`config.mk`:
```
export PLATFORM = sky130hd
export DESIGN_NAME = sram_port_ctrl
export DESIGN_NICKNAME = d
export VERILOG_FILES = /design/src/rtl/sram_port_ctrl.sv
export SDC_FILE = /design/constraint.sdc
export NUM_CORES = 1
export LEC_CHECK = 0
export CORE_ASPECT_RATIO = 0.8
export CORE_MARGIN = 2
export CORE_UTILIZATION = 30
export CTS_BUF_LIST = sky130_fd_sc_hd__clkbuf_2
export DETAILED_ROUTE_END_ITERATION = 6
export PLACE_DENSITY = 0.65
export SLEW_MARGIN = 30
export SYNTH_ARGS = -nofsm -noshare
export SYNTH_HDL_FRONTEND = slang
export SYNTH_SLANG_ARGS = --single-unit
```
`constraint.sdc`:
```
create_clock -name clk -period 3.2 [get_ports clk]
set_input_delay 0.48 -clock clk [delete_from_list [all_inputs] [get_ports clk]]
set_output_delay 0.48 -clock clk [all_outputs]
set_load 0.02 [all_outputs]
```
`src/rtl/sram_port_ctrl.sv`:
```
// Initiator-side controller for one port of the byte-addressable 32-bit SRAM.
// Sequences loads, word stores and read-modify-write sub-word stores.
module sram_port_ctrl #(
  parameter int ADDR_WIDTH = 32,
  parameter int DATA_WIDTH = 32,
  parameter int PROT_LIMIT = 1000
) (
  input  logic                  clk,
  input  logic                  rst,
  input  logic                  req_valid,
  output logic                  req_ready,
  input  logic                  req_we,
  input  logic [1:0]            req_size,
  input  logic                  req_unsigned,
  input  logic [ADDR_WIDTH-1:0] req_addr,
  input  logic [DATA_WIDTH-1:0] req_wdata,
  output logic                  resp_valid,
  output logic [DATA_WIDTH-1:0] resp_rdata,
  output logic                  resp_err,
  output logic [ADDR_WIDTH-1:0] mem_addr,
  output logic [DATA_WIDTH-1:0] mem_wdata,
  output logic                  mem_we,
  input  logic [DATA_WIDTH-1:0] mem_rdata
);

  typedef enum logic [2:0] {IDLE, RD, CAP, WR, RESP} state_t;

  localparam logic [ADDR_WIDTH-1:0] PROT_ADDR = ADDR_WIDTH'(PROT_LIMIT);

  state_t state, next_state;

  logic        we_q;
  logic        uns_q;
  logic [1:0]  size_q;
  logic [15:0] sub_wdata;
  logic        accept;
  logic        req_err;
  logic        word_store;
  logic [DATA_WIDTH-1:0] load_ext;

  assign accept     = req_valid && req_ready;
  assign req_err    = (req_size == 2'b11) || (req_we && (req_addr < PROT_ADDR));
  assign word_store = req_we && (req_size == 2'b10);

  always_ff @(posedge clk) begin
    if (rst) state <= IDLE;
    else     state <= next_state;
  end

  always_comb begin
    next_state = state;
    case (state)
      IDLE: begin
        if (accept) begin
          if (req_err)         next_state = RESP;
          else if (word_store) next_state = WR;
          else                 next_state = RD;
        end
      end
      RD:      next_state = CAP;
      CAP:     next_state = we_q ? WR : RESP;
      WR:      next_state = RESP;
      RESP:    next_state = IDLE;
      default: next_state = IDLE;
    endcase
  end

  // mem_we is gated by rst so a reset landing on WR suppresses the write.
  always_comb begin
    req_ready  = (state == IDLE) && !rst;
    mem_we     = (state == WR) && !rst;
    resp_valid = (state == RESP);
  end

  always_comb begin
    load_ext = mem_rdata;
    case (size_q)
      2'b00:   load_ext = uns_q ? {24'd0, mem_rdata[7:0]}
                                : {{24{mem_rdata[7]}}, mem_rdata[7:0]};
      2'b01:   load_ext = uns_q ? {16'd0, mem_rdata[15:0]}
                                : {{16{mem_rdata[15]}}, mem_rdata[15:0]};
      default: load_ext = mem_rdata;
    endcase
  end

  // mem_addr doubles as the latched request address.
  always_ff @(posedge clk) begin
    if (rst) begin
      we_q       <= 1'b0;
      uns_q      <= 1'b0;
      size_q     <= 2'b00;
      sub_wdata  <= '0;
      mem_addr   <= '0;
      mem_wdata  <= '0;
      resp_rdata <= '0;
      resp_err   <= 1'b0;
    end else begin
      case (state)
        IDLE: begin
          if (accept) begin
            we_q      <= req_we;
            uns_q     <= req_unsigned;
            size_q    <= req_size;
            sub_wdata <= req_wdata[15:0];
            mem_addr  <= req_addr;
            if (req_err) begin
              resp_err   <= 1'b1;
              resp_rdata <= '0;
            end else if (word_store) begin
              mem_wdata <= req_wdata;
            end
          end
        end
        CAP: begin
          if (we_q) begin
            if (size_q == 2'b00) mem_wdata <= {mem_rdata[31:8], sub_wdata[7:0]};
            else                 mem_wdata <= {mem_rdata[31:16], sub_wdata};
          end else begin
            resp_rdata <= load_ext;
            resp_err   <= 1'b0;
          end
        end
        WR: begin
          resp_rdata <= '0;
          resp_err   <= 1'b0;
        end
        default: ;
      endcase
    end
  end

endmodule

```
## Word level (Yosys, flattened, before mapping)

Index checks and enable logic that the tools add are counted.

| cells by class | value |
|---|---|
| order comparisons | 1 |
| eq/ne operators | 13 |
| muxes and demuxes | 22 |
| reduce and logical (&&, ||, !) cells | 14 |

Operator list:

| cell | number |
|---|---|
| $mux 32 | 9 |
| $pmux 32 s2 | 2 |
| $pmux 32 s3 | 1 |
| $lt 32x10->1 const B | 1 |
| $mux 16 | 1 |
| $ne 2x2->1 const B | 6 |
| $pmux 3 s4 | 1 |
| $mux 3 | 3 |
| $eq 3x2->1 const B | 2 |
| $logic_and 1x1->1 | 5 |
| $reduce_and 5->1 | 1 |
| $eq 2x2->1 const B | 2 |
| $reduce_and 4->1 | 1 |
| $eq 3x1->1 const B | 1 |
| $eq 3x3->1 const B | 1 |
| $logic_not 3->1 | 1 |
| $mux 1 | 3 |
| $pmux 1 s3 | 1 |
| $reduce_bool 3->1 | 1 |
| $eq 2x1->1 const B | 1 |
| $logic_not 2->1 | 1 |
| $mux 2 | 1 |
| $reduce_and 2->1 | 1 |
| $reduce_bool 2->1 | 1 |
| other kinds (2) | 2 |

| word-level totals | value |
|---|---|
| register bits | 120 |
| input bits | 103 |
| output and inout bits | 100 |
| logic and storage cells | 59 |

## Logic depth before layout (Yosys ltp)

| logic depth | value |
|---|---|
| depth after elaboration | 6 |
| depth in mapped cells | 8 |
| gate-level depth less buffers | 5 |

## Worst setup path after synthesis

OpenSTA, ideal clock, no wires.

| path | value |
|---|---|
| path type | input -> register |
| start | input port req_addr[28] |
| end | register resp_rdata[12] |
| setup time | 116 ps |
| arrival time | 1864 ps |
| setup slack | 1220 ps |
| stages on the path | 6 |
| buffers on the path | 1 |
| path through | nor4b_2 > nand4_1 > o311ai_4 > nand2_2 > buf_2 > a31o_1 |

| on the way | value |
|---|---|
| longest elaborated chain between the ends | 5 |

RTL lines:

| item | RTL line | RTL |
|---|---|---|
| start, declared | 15 | `input logic [ADDR_WIDTH-1:0] req_addr,` |
| $lt 32x10->1 | 42 | `assign req_err = (req_size == 2'b11) \|\| (req_we && (req_addr < PROT_ADDR));` |
| $logic_and 1x1->1 | 42 |  |
| $logic_or 1x1->1 | 42 |  |
| $ne 2x2->1 (no line) | - |  |
| $reduce_and 4->1 (no line) | - |  |
| end signal, assigned | 119 | `resp_rdata <= load_ext;` |
| end, declared | 18 | `output logic [DATA_WIDTH-1:0] resp_rdata,` |

No other way between the ends.
A chain may end at the register's enable or synchronous reset.

## Final worst setup path

| path | value |
|---|---|
| start | register state[0] |
| end | output port req_ready |

| on the way | value |
|---|---|
| longest elaborated chain between the ends | 2 |

RTL lines:

| item | RTL line | RTL |
|---|---|---|
| start, declared | 30 | `state_t state, next_state;` |
| start signal, assigned | 47 | `else state <= next_state;` |
| $logic_not 3->1 | 70 | `req_ready = (state == IDLE) && !rst;` |
| $logic_and 1x1->1 | 70 |  |
| end, declared | 11 | `output logic req_ready,` |

No other way between the ends.

==> results.cfg <==
[placement]
place_congestion = 0.785
hpwl_um = 11600
port_buffers = 202
post-place-ws_ns = 0.397

[yosys]
yosys_register_bits = 120
synth.distinct_cells = 47
synth_edf_count = 0
netlist_instances = 632
syn_area_um2 = 5280
yosys_warnings = 0
syn-num-nets = 735
syn_area_per_cell_um2 = 8.35
async_reset_ff_share_pct = 0
ys.flop_type = dfxtp_1
synth_sequential_area_ratio_pct = 45.5

[clock_network]
postCtsSetupRepairBufs = 0
cts_sinks = 120
cts_tree = yes
clk_latency_ns = 0.68
clockRootBuffer = clkbuf_2
cts_buffers = 17
clockBufferDepth = 2
cts_resized = 0
ctsHoldBuffers = 0
cts-htree-levels = 4
clk_pin_slew_ns = 0.19

[global_routing]
grt_pass1_wl_um = 26300
antenna_found_initial = 0
grt_use_total_pct = 17.9
grt_max_degree = 105
grt_pass1_vias = 4857
grt-ovfl-total = 0

[layout]
nNetsFinal = 909
syn_to_final_growth_pct = 44.9
antenna_cells = 0
fillerInstances = 1752
drive_gt1_share_pct = 10.5

[worst_setup_path]
worstPathRequired_ns = 2.72
r2r-start = state[0]
reg2reg_slack_ns = 0.77
path_class = reg -> out
arrival_ns = 2.37
rr_worst_depth = 5
start_kind = register
end_kind = primary output
r2r-end = mem_wdata[16]
cp_max_fo = 9

[power]
internal-power_w = 0.00228
power.density_nw_per_um2 = 434
p_sw_w = 0.00104
power_frac_seq_pct = 49.2
vdd_drop_max_mv = 0.197
p_clk_share_pct = 28.0
comb_power_share_pct = 22.8
swShare_pct = 31.3
leakage_nw = 2.60

[routing]
vias = 5152
drt-wirelength-per-cell_um = 16.1
drt_iter0_drc = 289
drcViolationCount = 0
wirelength_um = 16900
ant_nets = 0
via_per_inst = 4.93
drt-pass1-iter-count = 4

[flow_run]
max_cap_viol_count = 0

[die]
io-pin-count = 203
start_util_pct = 30.6
die_area_um2 = 18700
std_cell_rows = 43
core_area_um2 = 17300
chipHeight_um = 123
die_width_um = 152

[sta]
final-setup-viol-count = 0
setup-tns-final_ns = 0
fin_ws_ns = 0.349
fmax_ghz = 0.351
skew_ns = 0.0318
slew_viol_final = 0
final_hold_viol_count = 0
period_needed_ns = 2.85
slew_headroom_pct = 37.7
rsz0062_at_grt = no
max_slew.worst_pin.slew_ns = 0.934
fin_crit_sh_pct = 89.1

[worst_hold_path]
holdPathEnd = resp_rdata[6]
hold_class = in -> reg
hold-path-cell-count = 2
min_from = rst

[run_status]
status = finished, final reports clean
==> cell families (layout without fill, tap and decap cells) <==
kind of cell	Yosys count	count (layout)	share of synthesized area, %
flip-flops	120	120	45.5
AO/OA/AOI/OAI	209	209	26.8
buffers and inverters	64	251	5.59
AND/OR/NAND/NOR	230	230	20.4
multiplexers	9	9	1.73
==> per-stage QoR <==
step | std cells | util, % | area [um2] | power (W) | hold slack [ns]
floorplan | 632 | - | 5280 | 0.00206 | 0.436
global placement | 1012 | 43.0 | 7430 | 0.00242 | 0.436
detailed placement | 1012 | 43.0 | 7430 | 0.00242 | 0.440
CTS | 1044 | 44.3 | 7640 | 0.00336 | 0.213
global route | 1044 | 44.3 | 7640 | 0.00352 | 0.201
finish | 1044 | 44.3 | 7640 | 0.00332 | 0.283
==> worst max-delay path, cell delays in order, from the launching register on <==
cell             delay (ns)
dfxtp_1                0.45
or3_1                  0.49
nor2_1                 0.12
clkdlybuf4s50_1        0.66
==> synth_stat cells (3+ instances only) <==
cell | instances | area share, %
nand2_1 | 170 | 12
dfxtp_1 | 120 | 46
o21ai_0 | 69 | 6.5
a21oi_1 | 43 | 4.1
o21ai_1 | 38 | 3.6
clkbuf_1 | 34 | 2.4
a311oi_2 | 22 | 6.3
buf_2 | 17 | 1.6
nand4_1 | 17 | 2.0
o211ai_1 | 16 | 2.3
a31o_1 | 8 | 1.3
mux2i_1 | 8 | 1.5
nor4_1 | 8 | 0.95
nor2_1 | 6 | 0.43
buf_1 | 4 | 0.28
buf_6 | 4 | 0.85
nor4_2 | 4 | 0.95
a311oi_1 | 3 | 0.50
and2_1 | 3 | 0.36
and3_1 | 3 | 0.36
inv_1 | 3 | 0.21
o31ai_1 | 3 | 0.43
==> worst max-delay path by stage <==
stage	from	to	slack, ns	cells after the start
2_1_floorplan	req_addr[28]	resp_rdata[12]	1.22	6
3_3_place_gp	req_addr[7]	mem_wdata[28]	0.44	6
3_5_place_dp	req_addr[6]	mem_wdata[6]	0.40	6
4_1_cts	state[0]	req_ready	0.24	3
5_1_grt	state[0]	req_ready	0.15	3
6_report	state[0]	req_ready	0.35	3
==> registers in the layout, indices dropped and copies added (netlist names) <==
register,flops
resp_rdata,32
sub_wdata,16
uns_q,1
state,3
mem_wdata,32
mem_addr,32
resp_err,1
we_q,1
size_q,2
==> per-layer routing <==
layer  part of all wire (%)  track usage (%)  vias to the layer above
met1                     48             24.0                     2387
li1                       -                -                     2589
met4                   0.86             4.03                        0
met2                     44             27.7                      166
met5                      0                0                        -
met3                    7.5             6.32                       10
==> power by group through the flow <==
stage	Combinational, W	Clock [W]	Sequential [W]
after floorplan	0.000335	0	0.00172
after global placement	0.000758	0	0.00166
after detailed placement	0.000759	0	0.00166
after CTS	0.000762	0.000968	0.00163
after global routing	0.000820	0.00105	0.00165
final	0.000757	0.000928	0.00163
==> cell type report <==
cell class / count / area, um2 / area share [%]
multi-input cells: 448 / 2590 / 33.9
well taps: 225 / 282 / 3.68
clock inverters: 11 / 106 / 1.39
clock buffers: 21 / 105 / 1.37
repair buffers: 215 / 2140 / 28.0
inverters: 4 / 16.3 / 0.213
flip-flops and latches: 120 / 2400 / 31.4
==> cells in the final DEF, fill, tap and decap left out, types with 16 or more instances in the layout <==
master             n
a21oi_1           43
a311oi_2          21
clkbuf_2          21
clkdlybuf4s50_1  201
dfxtp_1          120
nand2_1          170
nand4_1           17
o211ai_1          16
o21ai_0           69
o21ai_1           38
Power figures use the tool's default switching activity.
